**src/rtl/wallace_pkg.sv**
```systemverilog
// Shared constants for the 8x8 Wallace-tree multiplier.
// Holds operand/product widths, the reduction depth and the Baugh-Wooley
// correction constant used when WALLACE_TREE_MULT_SIGNED_EN is defined.
package wallace_pkg;

    localparam int OP_W       = 8;
    localparam int PROD_W     = 16;
    localparam int NUM_STAGES = 4;

    // Constant ones at bits 8 and 15 that complete a signed Baugh-Wooley array
    localparam logic [PROD_W-1:0] BW_CORR = 16'h8100;

    // Row count entering stage s: each stage turns groups of three rows into two
    // and passes the leftover rows through (8 -> 6 -> 4 -> 3 -> 2).
    function automatic int stage_rows(input int s);
        int n;
        n = OP_W;
        for (int k = 0; k < s; k++) begin
            n = 2 * (n / 3) + (n % 3);
        end
        return n;
    endfunction

endpackage

```
**src/rtl/wallace_fa.sv**
```systemverilog
// One-bit full adder: the 3:2 compressor cell of the Wallace tree.
module wallace_fa (
    input  logic a,
    input  logic b,
    input  logic cin,
    output logic sum,
    output logic cout
);

    // Sum is the parity of the inputs, carry is their majority
    always_comb begin
        sum  = a ^ b ^ cin;
        cout = (a & b) | (cin & (a ^ b));
    end

endmodule

```
**src/rtl/wallace_tree_mult.sv**
```systemverilog
// 8x8 multiplier: partial-product array, four-stage Wallace carry-save
// reduction, then a 16-bit ripple carry-propagate adder.
// OUT_REG=1 registers product/out_valid (latency 1); OUT_REG=0 is combinational.
// Optional macro WALLACE_TREE_MULT_SIGNED_EN adds the sgn port for signed
// (Baugh-Wooley) products; without it the block is unsigned only.
module wallace_tree_mult
    import wallace_pkg::*;
#(
    parameter int OUT_REG = 1
) (
    input  logic              clk,
    input  logic              rst,
    input  logic              in_valid,
`ifdef WALLACE_TREE_MULT_SIGNED_EN
    input  logic              sgn,
`endif
    input  logic [OP_W-1:0]   a,
    input  logic [OP_W-1:0]   b,
    output logic              out_valid,
    output logic [PROD_W-1:0] product
);

    logic sgn_eff;

`ifdef WALLACE_TREE_MULT_SIGNED_EN
    assign sgn_eff = sgn;
`else
    assign sgn_eff = 1'b0;
`endif

    // Rows alive at each level of the tree; level 0 is the partial-product
    // array, level NUM_STAGES holds the final two carry-save rows.
    logic [PROD_W-1:0] tree_rows [NUM_STAGES+1][OP_W];

    // Partial products: row gi is a & b[gi] shifted to weight gi. In signed
    // mode the cross-terms involving exactly one MSB are inverted and the
    // correction ones are dropped into free bit slots (row 0 bit 8, row 7 bit 15)
    // so the array stays eight rows deep.
    for (genvar gi = 0; gi < OP_W; gi++) begin : g_pp_row
        localparam logic [PROD_W-1:0] ROW_CORR =
            (gi == 0)        ? (BW_CORR & (PROD_W'(1) << OP_W)) :
            (gi == OP_W - 1) ? (BW_CORR & (PROD_W'(1) << (PROD_W - 1))) :
                               '0;
        logic [OP_W-1:0] pp_bits;

        for (genvar gj = 0; gj < OP_W; gj++) begin : g_pp_bit
            localparam logic INV = ((gi == OP_W - 1) != (gj == OP_W - 1));
            assign pp_bits[gj] = (a[gj] & b[gi]) ^ (sgn_eff & INV);
        end

        assign tree_rows[0][gi] = (PROD_W'(pp_bits) << gi) | (ROW_CORR & {PROD_W{sgn_eff}});
    end

    // Wallace reduction: each stage compresses row triples with full adders,
    // carries move one column up; leftover rows pass straight through. The
    // carry out of bit 15 is dropped since the product fits in 16 bits
    // (and signed results are defined modulo 2^16).
    for (genvar gs = 0; gs < NUM_STAGES; gs++) begin : g_stage
        localparam int N_IN  = stage_rows(gs);
        localparam int N_GRP = N_IN / 3;
        localparam int N_OUT = stage_rows(gs + 1);

        for (genvar gg = 0; gg < N_GRP; gg++) begin : g_csa
            logic [PROD_W-1:0] sum_row;
            logic [PROD_W-2:0] carry_row;

            for (genvar gb = 0; gb < PROD_W - 1; gb++) begin : g_bit
                wallace_fa u_fa (
                    .a    (tree_rows[gs][3*gg][gb]),
                    .b    (tree_rows[gs][3*gg+1][gb]),
                    .cin  (tree_rows[gs][3*gg+2][gb]),
                    .sum  (sum_row[gb]),
                    .cout (carry_row[gb])
                );
            end

            assign sum_row[PROD_W-1] = tree_rows[gs][3*gg][PROD_W-1]
                                     ^ tree_rows[gs][3*gg+1][PROD_W-1]
                                     ^ tree_rows[gs][3*gg+2][PROD_W-1];

            assign tree_rows[gs+1][2*gg]   = sum_row;
            assign tree_rows[gs+1][2*gg+1] = {carry_row, 1'b0};
        end

        for (genvar gl = 3 * N_GRP; gl < N_IN; gl++) begin : g_pass
            assign tree_rows[gs+1][gl - N_GRP] = tree_rows[gs][gl];
        end

        for (genvar gz = N_OUT; gz < OP_W; gz++) begin : g_empty
            assign tree_rows[gs+1][gz] = '0;
        end
    end

    logic [PROD_W-1:0] cpa_x;
    logic [PROD_W-1:0] cpa_y;
    logic [PROD_W-1:0] tree_sum;
    logic              cpa_carry;

    assign cpa_x = tree_rows[NUM_STAGES][0];
    assign cpa_y = tree_rows[NUM_STAGES][1];

    // Final carry-propagate adder: plain ripple over the two remaining rows
    always_comb begin
        tree_sum  = '0;
        cpa_carry = 1'b0;
        for (int k = 0; k < PROD_W; k++) begin
            tree_sum[k] = cpa_x[k] ^ cpa_y[k] ^ cpa_carry;
            cpa_carry   = (cpa_x[k] & cpa_y[k]) | (cpa_carry & (cpa_x[k] ^ cpa_y[k]));
        end
    end

    if (OUT_REG != 0) begin : g_out_reg
        logic [PROD_W-1:0] product_d;
        logic [PROD_W-1:0] product_q;
        logic              out_valid_d;
        logic              out_valid_q;

        // Next state: product follows the tree every cycle, valid follows in_valid
        always_comb begin
            product_d   = tree_sum;
            out_valid_d = in_valid;
        end

        // Output register with asynchronous clear; in-flight result is dropped
        always_ff @(posedge clk or posedge rst) begin
            if (rst) begin
                product_q   <= '0;
                out_valid_q <= 1'b0;
            end else begin
                product_q   <= product_d;
                out_valid_q <= out_valid_d;
            end
        end

        assign product   = product_q;
        assign out_valid = out_valid_q;
    end else begin : g_out_comb
        assign product   = tree_sum;
        assign out_valid = in_valid;
    end

endmodule

```
**config.mk**
```make
export PLATFORM = sky130hd
export DESIGN_NAME = wallace_tree_mult
export DESIGN_NICKNAME = d
export VERILOG_FILES = /design/src/rtl/wallace_pkg.sv /design/src/rtl/wallace_fa.sv /design/src/rtl/wallace_tree_mult.sv
export SDC_FILE = /design/constraint.sdc
export NUM_CORES = 1
export LEC_CHECK = 0
export CAP_MARGIN = 15
export CORE_MARGIN = 5
export CORE_UTILIZATION = 50
export DETAILED_ROUTE_END_ITERATION = 7
export PLACE_DENSITY = 0.76
export SYNTH_ARGS = -nofsm -noshare
export SYNTH_HDL_FRONTEND = slang
export SYNTH_HIERARCHICAL = 1
export SYNTH_SLANG_ARGS = --single-unit
```
**constraint.sdc**
```tcl
create_clock -name clk -period 0.8 [get_ports clk]
set_input_delay 0.12 -clock clk [delete_from_list [all_inputs] [get_ports clk]]
set_output_delay 0.12 -clock clk [all_outputs]
set_load 0.01 [all_outputs]
```
# After elaboration in Yosys (flattened, before gate mapping)
# Cells that the tools add are included.
op_classes:
  bitwise_logic: 332
ops:
  columns: ["cell", "count"]
  rows:
  - ["1-bit AND", 174]
  - ["1-bit bitwise XOR", 111]
  - ["1-bit bitwise OR", 47]
totals:
  ff_bits: 17
  inputBits: 19
  out_inout_bits: 17
  word_cells: 334

# Depth between registers and ports, before layout
# Gate-level depths: netlist (run 1).
logic_depth:
  word_depth: 31
  mapped_depth: 21
  depth_no_buf: 21

# Modules after synthesis
# Netlist (run 1), hierarchy kept.
modules_own_cells:
  columns: ["mod", "instances", "cells_per_inst", "area_each_um2", "seq_area_each_um2"]
  rows:
  - ["wallace_fa", 90, 1, 20.0, 0.0]
  - ["wallace_tree_mult", 1, 101, 1168.6, 425.4]

# Worst setup path before layout (run 1)
# Ideal clock, no wire load.
synth_timing:
  path_kind: "input to register"
  from: "in a[5]"
  to: "reg g_out_reg.product_q[15] (netlist: product[15])"
  setup_time_ns: 0.134
  t_arrival_ns: 6.702
  required_ns: 0.666
  setup_slack_ns: -6.035
  stages: 17
  path_buffers: 0
  cell_sequence: "and2_1 > fa_1 > fa_1 > fa_1 > fa_1 > fa_1 > fa_1 > fa_1 > fa_1 > fa_1 > fa_1 > fa_1 > fa_1 > fa_1 > fa_1 > xnor3_1 > xnor3_1"
synth_between:
  elab_cells_between_ends: 186
  cone_classes: "bitwise (186)"
synth_rtl:
  columns: ["element", "line", "rtl"]
  rows:
  - ["start, declared", "wallace_tree_mult.sv:17", "input logic [OP_W-1:0] a,"]
  - ["1-bit AND", "wallace_tree_mult.sv:48", "assign pp_bits[gj] = (a[gj] & b[gi]) ^ (sgn_eff & INV);"]
  - ["1-bit bitwise XOR (2 in series)", "wallace_fa.sv:12", "sum = a ^ b ^ cin;"]
  - ["via g_stage[0].g_csa[0].sum_row[5]", "wallace_tree_mult.sv:64", "logic [PROD_W-1:0] sum_row;"]
  - ["1-bit bitwise XOR (2 in series)", "wallace_fa.sv:12", null]
  - ["via g_stage[1].g_csa[0].sum_row[5]", "wallace_tree_mult.sv:64", null]
  - ["1-bit bitwise XOR (2 in series)", "wallace_fa.sv:12", null]
  - ["via g_stage[2].g_csa[0].sum_row[5]", "wallace_tree_mult.sv:64", null]
  - ["1-bit bitwise XOR", null, null]
  - ["via cpa_x[5]", "wallace_tree_mult.sv:94", "logic [PROD_W-1:0] cpa_x;"]
  - ["(+13 left out)", null, null]
  - ["1-bit AND", "wallace_tree_mult.sv:108", "cpa_carry = (cpa_x[k] & cpa_y[k]) | (cpa_carry & (cpa_x[k] ^ cpa_y[k]));"]
  - ["1-bit bitwise OR", "wallace_tree_mult.sv:108", null]
  - ["1-bit AND", "wallace_tree_mult.sv:108", null]
  - ["1-bit bitwise OR", "wallace_tree_mult.sv:108", null]
  - ["1-bit AND", "wallace_tree_mult.sv:108", null]
  - ["1-bit bitwise OR", "wallace_tree_mult.sv:108", null]
  - ["1-bit bitwise XOR", "wallace_tree_mult.sv:107", "tree_sum[k] = cpa_x[k] ^ cpa_y[k] ^ cpa_carry;"]
  - ["via g_out_reg.product_d[15]", "wallace_tree_mult.sv:113", "logic [PROD_W-1:0] product_d;"]
  - ["end signal, assigned", "wallace_tree_mult.sv:130", "product_q <= product_d;"]
  - ["end, declared", "wallace_tree_mult.sv:114", "logic [PROD_W-1:0] product_q;"]
# The timed path passes the listed nets, and every way through them passes these cells.

# Worst setup path in the final report (run 1)
layout_timing:
  from: "in a[4]"
  to: "reg g_out_reg.product_q[15] (netlist: product[15])"
layout_between:
  elab_cells_between_ends: 183
  cone_classes: "bitwise (183)"
layout_rtl:
  columns: ["element", "line", "rtl"]
  rows:
  - ["1-bit AND", "wallace_tree_mult.sv:48", null]
  - ["via g_pp_row[1].pp_bits[4]", "wallace_tree_mult.sv:44", "logic [OP_W-1:0] pp_bits;"]
  - ["1-bit bitwise XOR (2 in series)", "wallace_fa.sv:12", null]
  - ["via g_stage[0].g_csa[0].sum_row[5]", "wallace_tree_mult.sv:64", null]
  - ["1-bit bitwise XOR (2 in series)", "wallace_fa.sv:12", null]
  - ["via g_stage[1].g_csa[0].sum_row[5]", "wallace_tree_mult.sv:64", null]
  - ["1-bit bitwise XOR (2 in series)", "wallace_fa.sv:12", null]
  - ["via g_stage[2].g_csa[0].sum_row[5]", "wallace_tree_mult.sv:64", null]
  - ["(+1 left out)", null, null]
  - ["via cpa_x[5]", "wallace_tree_mult.sv:94", null]
  - ["(+13 left out)", null, null]
  - ["1-bit AND", "wallace_tree_mult.sv:108", null]
  - ["1-bit bitwise OR", "wallace_tree_mult.sv:108", null]
  - ["1-bit AND", "wallace_tree_mult.sv:108", null]
  - ["1-bit bitwise OR", "wallace_tree_mult.sv:108", null]
  - ["1-bit AND", "wallace_tree_mult.sv:108", null]
  - ["1-bit bitwise OR", "wallace_tree_mult.sv:108", null]
  - ["1-bit bitwise XOR", "wallace_tree_mult.sv:107", null]
  - ["via g_out_reg.product_d[15]", "wallace_tree_mult.sv:113", null]
# The timed path passes the listed nets, and every way through them passes these cells.

==> results of run 1 <==
==> per-stage QoR <==
step / setup slack [ps] / instance area [sq um] / hold slack, ps
2_1_floorplan: -6903 / 3238 / 46.07
3_5_place_dp: -6068 / 3822 / 457.8
3_3_place_gp: -5971 / 3822 / 453.7
4_1_cts: -5393 / 3826 / 188.8
6_report: -5367 / 3867 / 188.1
5_1_grt: -5445 / 3867 / 202.2
==> flip-flops by register name, indices dropped and copies added (netlist names) <==
signal and count:
out_valid 1, product 16
==> final cells by class <==
type                    count  area [sq um]
multi-input cells         233          2849
well taps                  75         93.84
inverters                   1         3.754
flip-flops and latches     17         425.4
repair buffers             54         449.2
clock buffers               3         41.29
fillers                   442          1983
clock inverters             1         5.005
==> what timing repair did <==
item | 4_1_cts | 5_1_grt
pin swaps | 19 | 7
cloned | 0 | 0
endpoints found under the setup margin | 33 | 33
resized for setup | 148 | 10
setup buffers | 2 | 0
==> routing by layer <==
metal | part of all wire | wire length [um] | vias to the layer above
li1 | - | - | 749
met1 | 0.44 | 2538 | 936
met2 | 0.52 | 2967 | 28
met3 | 0.033 | 188 | 4
met4 | 0.011 | 61 | 0
met5 | 0 | 0 | -
==> cell usage in the layout, fill, tap and decap left out, types with 2 or more instances in the layout <==
cell,instances
and2_1,48
and2_4,16
buf_12,2
buf_2,19
buf_4,15
buf_6,10
buf_8,2
clkbuf_8,3
clkdlybuf4s50_1,5
conb_1,61
dfrtp_1,17
fa_1,86
fa_2,17
xnor2_1,2
xnor3_1,2
==> logic make-up after synthesis <==
logic type	count (synthesis)	synth area share
AND/OR/NAND/NOR	64	0.1348
flip-flops	17	0.1432
other	1	0.001262
XOR/XNOR	4	0.02106
buffers and inverters	1	0.001262
adder cells (fa/ha/maj)	104	0.6984
==> path summary, 6_finish.rpt <==
kind	end	slack (ps)	depth (start not counted)
worst max-delay path	product[15]	-5370	18
min in group clk	out_valid	310	1
max in group asynchronous	product[9]	490	3
worst min-delay path	out_valid	190	3
==> power groups by stage <==
| stage | logic, W | clock network (W) | registers [W] |
|---|---|---|---|
| after floorplan | 0.00532 | 0 | 0.00185 |
| after global placement | 0.00809 | 0 | 0.00164 |
| after detailed placement | 0.00840 | 0 | 0.00163 |
| after CTS | 0.00832 | 0.000696 | 0.00160 |
| after global routing | 0.00944 | 0.000732 | 0.00165 |
| final | 0.00816 | 0.000665 | 0.00161 |
==> flow_metrics.env, run 1 <==
export IMPL_status="complete, but fails checks"
export IMPL_violations="setup timing"
export IMPL_hold_viol=0
export IMPL_dp_cells=378
export IMPL_cts_max_level=1
export IMPL_synth_top_area_share=0.6942
export IMPL_rows=28
export IMPL_cp_start_kind="input port"
export IMPL_n_antenna_cell=0
export IMPL_stdcell_count=384
export IMPL_overflow=0
export IMPL_grt_pass1_wl_um=10470
export IMPL_io_buffers=35
export IMPL_fin_nets=433
export IMPL_final_max_slew_viol_count=0
export IMPL_antenna_found_initial=0
export IMPL_synthFlopType="dfrtp_1"
export IMPL_required_ps=930
export IMPL_cts_buffers_inserted=3
export IMPL_crit_slowest_cell="fa_1"
export IMPL_crit_start="a[4]"
export IMPL_antenna_left=0
export IMPL_vdd_ir_drop_worst_mv=1.877
export IMPL_grt_busiest_layer="met2"
export IMPL_seq_power_share=0.154
export IMPL_cts_tree="done"
export IMPL_clk_pin_slew_ps=70
export IMPL_postRouteWirelength_um=5755
export IMPL_max_stage_delay_ps=570
export IMPL_rsz0062_at_grt="true"
export IMPL_finalSetupTns_ps=-49910
export IMPL_period_needed_ps=6167
export IMPL_ioPinCount=36
export IMPL_use_met2=0.3023
export IMPL_clkSinkCount=17
export IMPL_hold_class="in -> async"
export IMPL_p_clk_frac=0.064
export IMPL_synth_commonest_cells="103 x fa_1, 64 x and2_1, 17 x dfrtp_1, 2 x xnor2_1, 2 x xnor3_1"
export IMPL_netSwitchingFraction=0.4280
export IMPL_critPathKind="in -> reg"
export IMPL_crit_path_max_fanout=3
export IMPL_cp_data_arrival_time_ps=6290
export IMPL_critical_path_buf_inv_count=1
export IMPL_grtUsageMet3=0.01419
export IMPL_power_w=0.01043
export IMPL_wire_per_inst_um=14.99
export IMPL_dpl_hpwl_um=5053
export IMPL_path_cells="buf_6, and2_4, fa_1, fa_1, fa_1, fa_1, fa_2, fa_2, fa_2, fa_2, fa_2, fa_2, fa_2, fa_2, fa_2, fa_2, xnor3_1, xnor3_1"
export IMPL_root_buffer="clkbuf_8"
export IMPL_power_density_nw_per_um2=2698
export IMPL_clk_path_buf_depth=2
export IMPL_drt_iter0_drc=57
export IMPL_synth_edf_count=0
export IMPL_finish_utilization=0.6610
export IMPL_gp_congestion=0.8395
export IMPL_p_sw_w=0.004466
export IMPL_combPwrFrac=0.782
export IMPL_maxCapViolCount=0
export IMPL_drive_gt1_frac=0.2751
export IMPL_first_global_vias=2089
export IMPL_setup_worst_path_end_class="register"
export IMPL_setup_violations_final=33
export IMPL_ys_ff_latch=17
export IMPL_ys_seq_area_frac=0.1432
export IMPL_syn2layout_area_growth_pct=30.20
export IMPL_synth_area_top_cells="fa_1 69%, dfrtp_1 14%, and2_1 13%"
export IMPL_syn_area_per_cell_sq_um=15.55
export IMPL_yosysTopAreaCell="fa_1"
export IMPL_via_count=1717
export IMPL_crit_top_cell="fa_2"
export IMPL_track_usage=0.1835
export IMPL_p_leak_nw=1.840
export IMPL_fin_ws_ps=-5367
export IMPL_async_reset_ff_frac=1.000
export IMPL_postCtsHoldBufs=0
export IMPL_ys_warn_count=6
export IMPL_synthCells=191
export IMPL_p_int_w=0.005968
export IMPL_crit_family="adder cells"
export IMPL_grt_start_max_net_pins=18
export IMPL_dieArea_sq_um=7582
export IMPL_firstDrtPassIters=4
export IMPL_avgViaCountPerCell=4.471
export IMPL_fmaxAchievable_mhz=162.2
export IMPL_fin_crit_sh=7.708
export IMPL_grt_util_met1=0.2754
export IMPL_core_sq_um=5851
export IMPL_initial_core_util=0.5077
export IMPL_netlist_area_sq_um=2970
export IMPL_synth_most_common_cell="fa_1"
export IMPL_route_detailed_drc=0
export IMPL_die_h_um=87.08
export IMPL_synth_cell_types=8
export IMPL_die_x_um=87.08
Note: power is estimated with default switching activity, not from simulation.
==> run 2, diff against run 1 <==
- PLACE_DENSITY: 0.76 -> 0.8
==> flow_metrics.env, run 2 (synthesis results as in run 1) <==
export IMPL_finalSetupTns_ps=-49750
export IMPL_rsz0062_at_grt="true"
export IMPL_maxCapViolCount=0
export IMPL_first_global_vias=2137
export IMPL_setup_violations_final=33
export IMPL_clk_pin_slew_ps=70
export IMPL_n_antenna_cell=0
export IMPL_avgViaCountPerCell=4.624
export IMPL_stdcell_count=383
export IMPL_grt_pass1_wl_um=10340
export IMPL_cts_tree="done"
export IMPL_violations="setup timing"
export IMPL_via_count=1771
export IMPL_die_h_um=87.08
export IMPL_required_ps=930
export IMPL_layout_common_cells="88 x fa_1, 61 x conb_1, 46 x and2_1"
export IMPL_largest_reg_flops=16
export IMPL_drive_gt1_frac=0.2727
export IMPL_fin_crit_sh=7.723
export IMPL_cp_start_kind="input port"
export IMPL_cts_buffers_inserted=3
export IMPL_io_buffers=35
export IMPL_grt_start_max_net_pins=18
export IMPL_die_x_um=87.08
export IMPL_fmaxAchievable_mhz=161.8
export IMPL_multiInputGateArea_sq_um=2849
export IMPL_wire_per_inst_um=14.96
export IMPL_critPathKind="in -> reg"
export IMPL_drt_iter0_drc=40
export IMPL_antenna_left=0
export IMPL_route_detailed_drc=0
export IMPL_firstDrtPassIters=4
export IMPL_ioPinCount=36
export IMPL_rows=28
export IMPL_cp_data_arrival_time_ps=6310
export IMPL_dieArea_sq_um=7582
export IMPL_gp_congestion=0.8674
export IMPL_final_max_slew_viol_count=0
export IMPL_cts_max_level=1
export IMPL_hold_viol=0
export IMPL_track_usage=0.1820
export IMPL_setup_worst_path_end_class="register"
export IMPL_postRouteWirelength_um=5730
export IMPL_vdd_ir_drop_worst_mv=1.973
export IMPL_root_buffer="clkbuf_8"
export IMPL_dpl_hpwl_um=5124
export IMPL_antenna_found_initial=0
export IMPL_fin_ws_ps=-5379
export IMPL_n_fill_cell=438
export IMPL_dp_cells=377
export IMPL_clkSinkCount=17
export IMPL_clk_path_buf_depth=2
export IMPL_crit_path_max_fanout=6
export IMPL_hold_class="in -> async"
export IMPL_period_needed_ps=6179
export IMPL_overflow=0
export IMPL_status="complete, but fails checks"
export IMPL_core_sq_um=5851
export IMPL_initial_core_util=0.5077
export IMPL_area_sequential_sq_um=425.4
export IMPL_final_common_cell="fa_1"
export IMPL_power_density_nw_per_um2=2650
export IMPL_p_leak_nw=1.839
export IMPL_syn2layout_area_growth_pct=29.99
export IMPL_fin_nets=432
==> run 2: critical path, cell delays in order <==
cell	delay, ps
buf_12	110
and2_4	150
fa_1	560
fa_1	430
fa_1	510
fa_1	430
fa_2	350
fa_2	340
fa_2	350
fa_2	380
fa_2	360
fa_2	360
fa_2	350
fa_2	340
fa_2	340
fa_2	340
xnor3_1	240
xnor3_1	240
==> run 2: cell type report <==
cell class | instances | share of cell area
clock buffers | 3 | 0.01069
multi-input cells | 233 | 0.7378
clock inverters | 1 | 0.001944
flip-flops and latches | 17 | 0.1102
inverters | 1 | 0.0009721
repair buffers | 53 | 0.1141
well taps | 75 | 0.02430
==> run 2: through the flow <==
| stage | total power [W] | setup slack (ps) | instance area, sq um | utilization | hold slack (ps) |
|---|---|---|---|---|---|
| finish | 0.01023 | -5379 | 3861 | 0.6600 | 172.9 |
| global route | 0.01181 | -5512 | 3861 | 0.6600 | 180.4 |
| CTS | 0.01039 | -5423 | 3834 | 0.6553 | 173.4 |
| detailed placement | 0.009944 | -6132 | 3815 | 0.6521 | 455.7 |
| global placement | 0.009684 | -5970 | 3815 | 0.6521 | 444.2 |
| floorplan | 0.007173 | -6903 | 3238 | - | 46.07 |
==> run 2: layer usage <==
layer  global-route usage  share of wire
met3              0.02271          0.043
met5                    0              0
met2               0.3168           0.57
met4              0.03966         0.0066
met1               0.2466           0.38
==> run 2: where the power goes <==
part | internal (W) | switching [W]
Combinational | 0.00402 | 0.00394
Clock | 0.000351 | 0.000338
Sequential | 0.00149 | 0.0000956
==> run 2: final timing paths <==
check / start / to / slack (ps) / cells past startpoint
worst max-delay path: b[2] / product[15] / -5380 / 18
max in group asynchronous: rst / product[1] / 500 / 3
min in group clk: in_valid / out_valid / 300 / 1
worst min-delay path: rst / product[15] / 170 / 3
==> run 2: what timing repair did <==
action                     in CTS  in global routing
hold buffers                    0                  0
setup buffers                   1                  1
gates resized for setup       155                  6
setup endpoints to repair      33                 33
pin swaps                      17                 11
==> run 3, diff against run 2 <==
- CORE_ASPECT_RATIO: not set -> 0.9
==> flow_metrics.env, run 3 (synthesis results as in run 1) <==
export IMPL_clk_path_buf_depth=2
export IMPL_setup_violations_final=33
export IMPL_antenna_left=0
export IMPL_root_buffer="clkbuf_8"
export IMPL_cts_max_level=1
export IMPL_io_buffers=35
export IMPL_postCtsHoldBufs=0
export IMPL_final_max_slew_viol_count=0
export IMPL_grt_pass1_wl_um=10240
export IMPL_hold_class="in -> async"
export IMPL_firstDrtPassIters=4
export IMPL_initial_core_util=0.5188
export IMPL_fmaxAchievable_mhz=163.2
export IMPL_overflow=0
export IMPL_maxCapViolCount=0
export IMPL_final_common_cell="fa_1"
export IMPL_cts_buffers_inserted=3
export IMPL_avgViaCountPerCell=4.610
export IMPL_required_ps=920
export IMPL_drt_iter0_drc=34
export IMPL_layout_common_cells="86 x fa_1, 61 x conb_1, 48 x and2_1"
export IMPL_postCtsSetupBuffers=0
export IMPL_via_count=1738
export IMPL_cp_data_arrival_time_ps=6250
export IMPL_die_h_um=83.12
export IMPL_fin_nets=431
export IMPL_crit_path_max_fanout=3
export IMPL_drive_gt1_frac=0.2671
export IMPL_dieArea_sq_um=7584
export IMPL_n_antenna_cell=0
export IMPL_n_fill_cell=436
export IMPL_p_leak_nw=1.831
export IMPL_status="complete, but fails checks"
export IMPL_critPathKind="in -> reg"
export IMPL_setup_worst_path_end_class="register"
export IMPL_syn2layout_area_growth_pct=29.87
export IMPL_cts_tree="done"
export IMPL_route_detailed_drc=0
export IMPL_rows=26
export IMPL_largest_reg_flops=16
export IMPL_dpl_hpwl_um=5381
export IMPL_dp_slack_ps=-6071
export IMPL_power_density_nw_per_um2=2612
export IMPL_die_x_um=91.25
export IMPL_cp_start_kind="input port"
export IMPL_finalSetupTns_ps=-49640
export IMPL_fin_crit_sh=7.661
export IMPL_rsz0062_at_grt="true"
export IMPL_track_usage=0.1716
export IMPL_hold_viol=0
export IMPL_postRouteWirelength_um=5691
export IMPL_clkSinkCount=17
export IMPL_ioPinCount=36
export IMPL_core_sq_um=5725
export IMPL_antenna_found_initial=0
export IMPL_violations="setup timing"
export IMPL_vdd_ir_drop_worst_mv=1.950
export IMPL_period_needed_ps=6129
export IMPL_gp_congestion=0.8749
export IMPL_clk_pin_slew_ps=60
export IMPL_grt_start_max_net_pins=18
export IMPL_fin_ws_ps=-5329
export IMPL_first_global_vias=2080
export IMPL_wire_per_inst_um=15.10
-- run 3: cell count changes in the layout (fill, tap and decap cells not counted), moves of 2 or more --
cell    before  now
fa_1        88   86
fa_2        15   17
buf_6       10   12
and2_1      46   48
buf_2       19   15
and2_4      18   16
-- run 3: power breakdown --
group	switching (W)	leakage (nW)	internal (W)
sequential	0.000124	0.198	0.00150
clock	0.000276	0.0228	0.000353
combinational	0.00383	1.61	0.00400
-- run 3: routing by layer --
metal | vias up | track usage | wire length [um]
met5 | - | 0 | 0
met4 | 0 | 0.02800 | 71
met3 | 9 | 0.03978 | 336
met2 | 44 | 0.2759 | 2772
met1 | 940 | 0.2449 | 2511
li1 | 745 | - | -
-- run 3: layout make-up --
class                   count  area (sq um)  area share
multi-input cells         233          2849      0.7386
repair buffers             52         446.7      0.1158
flip-flops and latches     17         425.4      0.1103
well taps                  70         87.58     0.02271
clock buffers               4         45.04     0.01168
inverters                   1         3.754   0.0009731
-- run 3: worst max path at each step --
stage          slack (ps)           to  startpoint
5_1_grt             -5450  product[15]        b[4]
3_5_place_dp        -6070  product[15]        a[0]
2_1_floorplan       -6900  product[15]        b[0]
4_1_cts             -5330  product[15]        b[1]
3_3_place_gp        -5960  product[15]        a[0]
6_report            -5330  product[15]        b[4]
-- run 3: what timing repair did --
action / 4_1_cts / 5_1_grt
gates cloned: 0 / 0
setup endpoints to repair: 33 / 33
pin swaps: 14 / 5
resized for setup: 148 / 13
-- run 3: per-stage QoR --
step	hold slack (ps)	instance area [sq um]	instances	power [W]	utilization
after floorplan	46.07	3238	251	0.007173	-
after global placement	444.5	3816	373	0.009007	0.6665
after detailed placement	442.5	3816	373	0.009643	0.6665
after CTS	182.6	3807	377	0.009938	0.6650
after global routing	208.2	3857	377	0.01147	0.6737
final	179.9	3857	377	0.01007	0.6737
-- run 3: critical path, stage by stage --
cell and delay (ps):
buf_6 100, and2_4 150, fa_2 500, fa_1 560, fa_1 420, fa_1 480
fa_2 370, fa_2 350, fa_2 350, fa_2 350, fa_2 350, fa_2 350
fa_2 350, fa_2 340, fa_2 340, fa_2 340, xnor3_1 210, xnor3_1 220
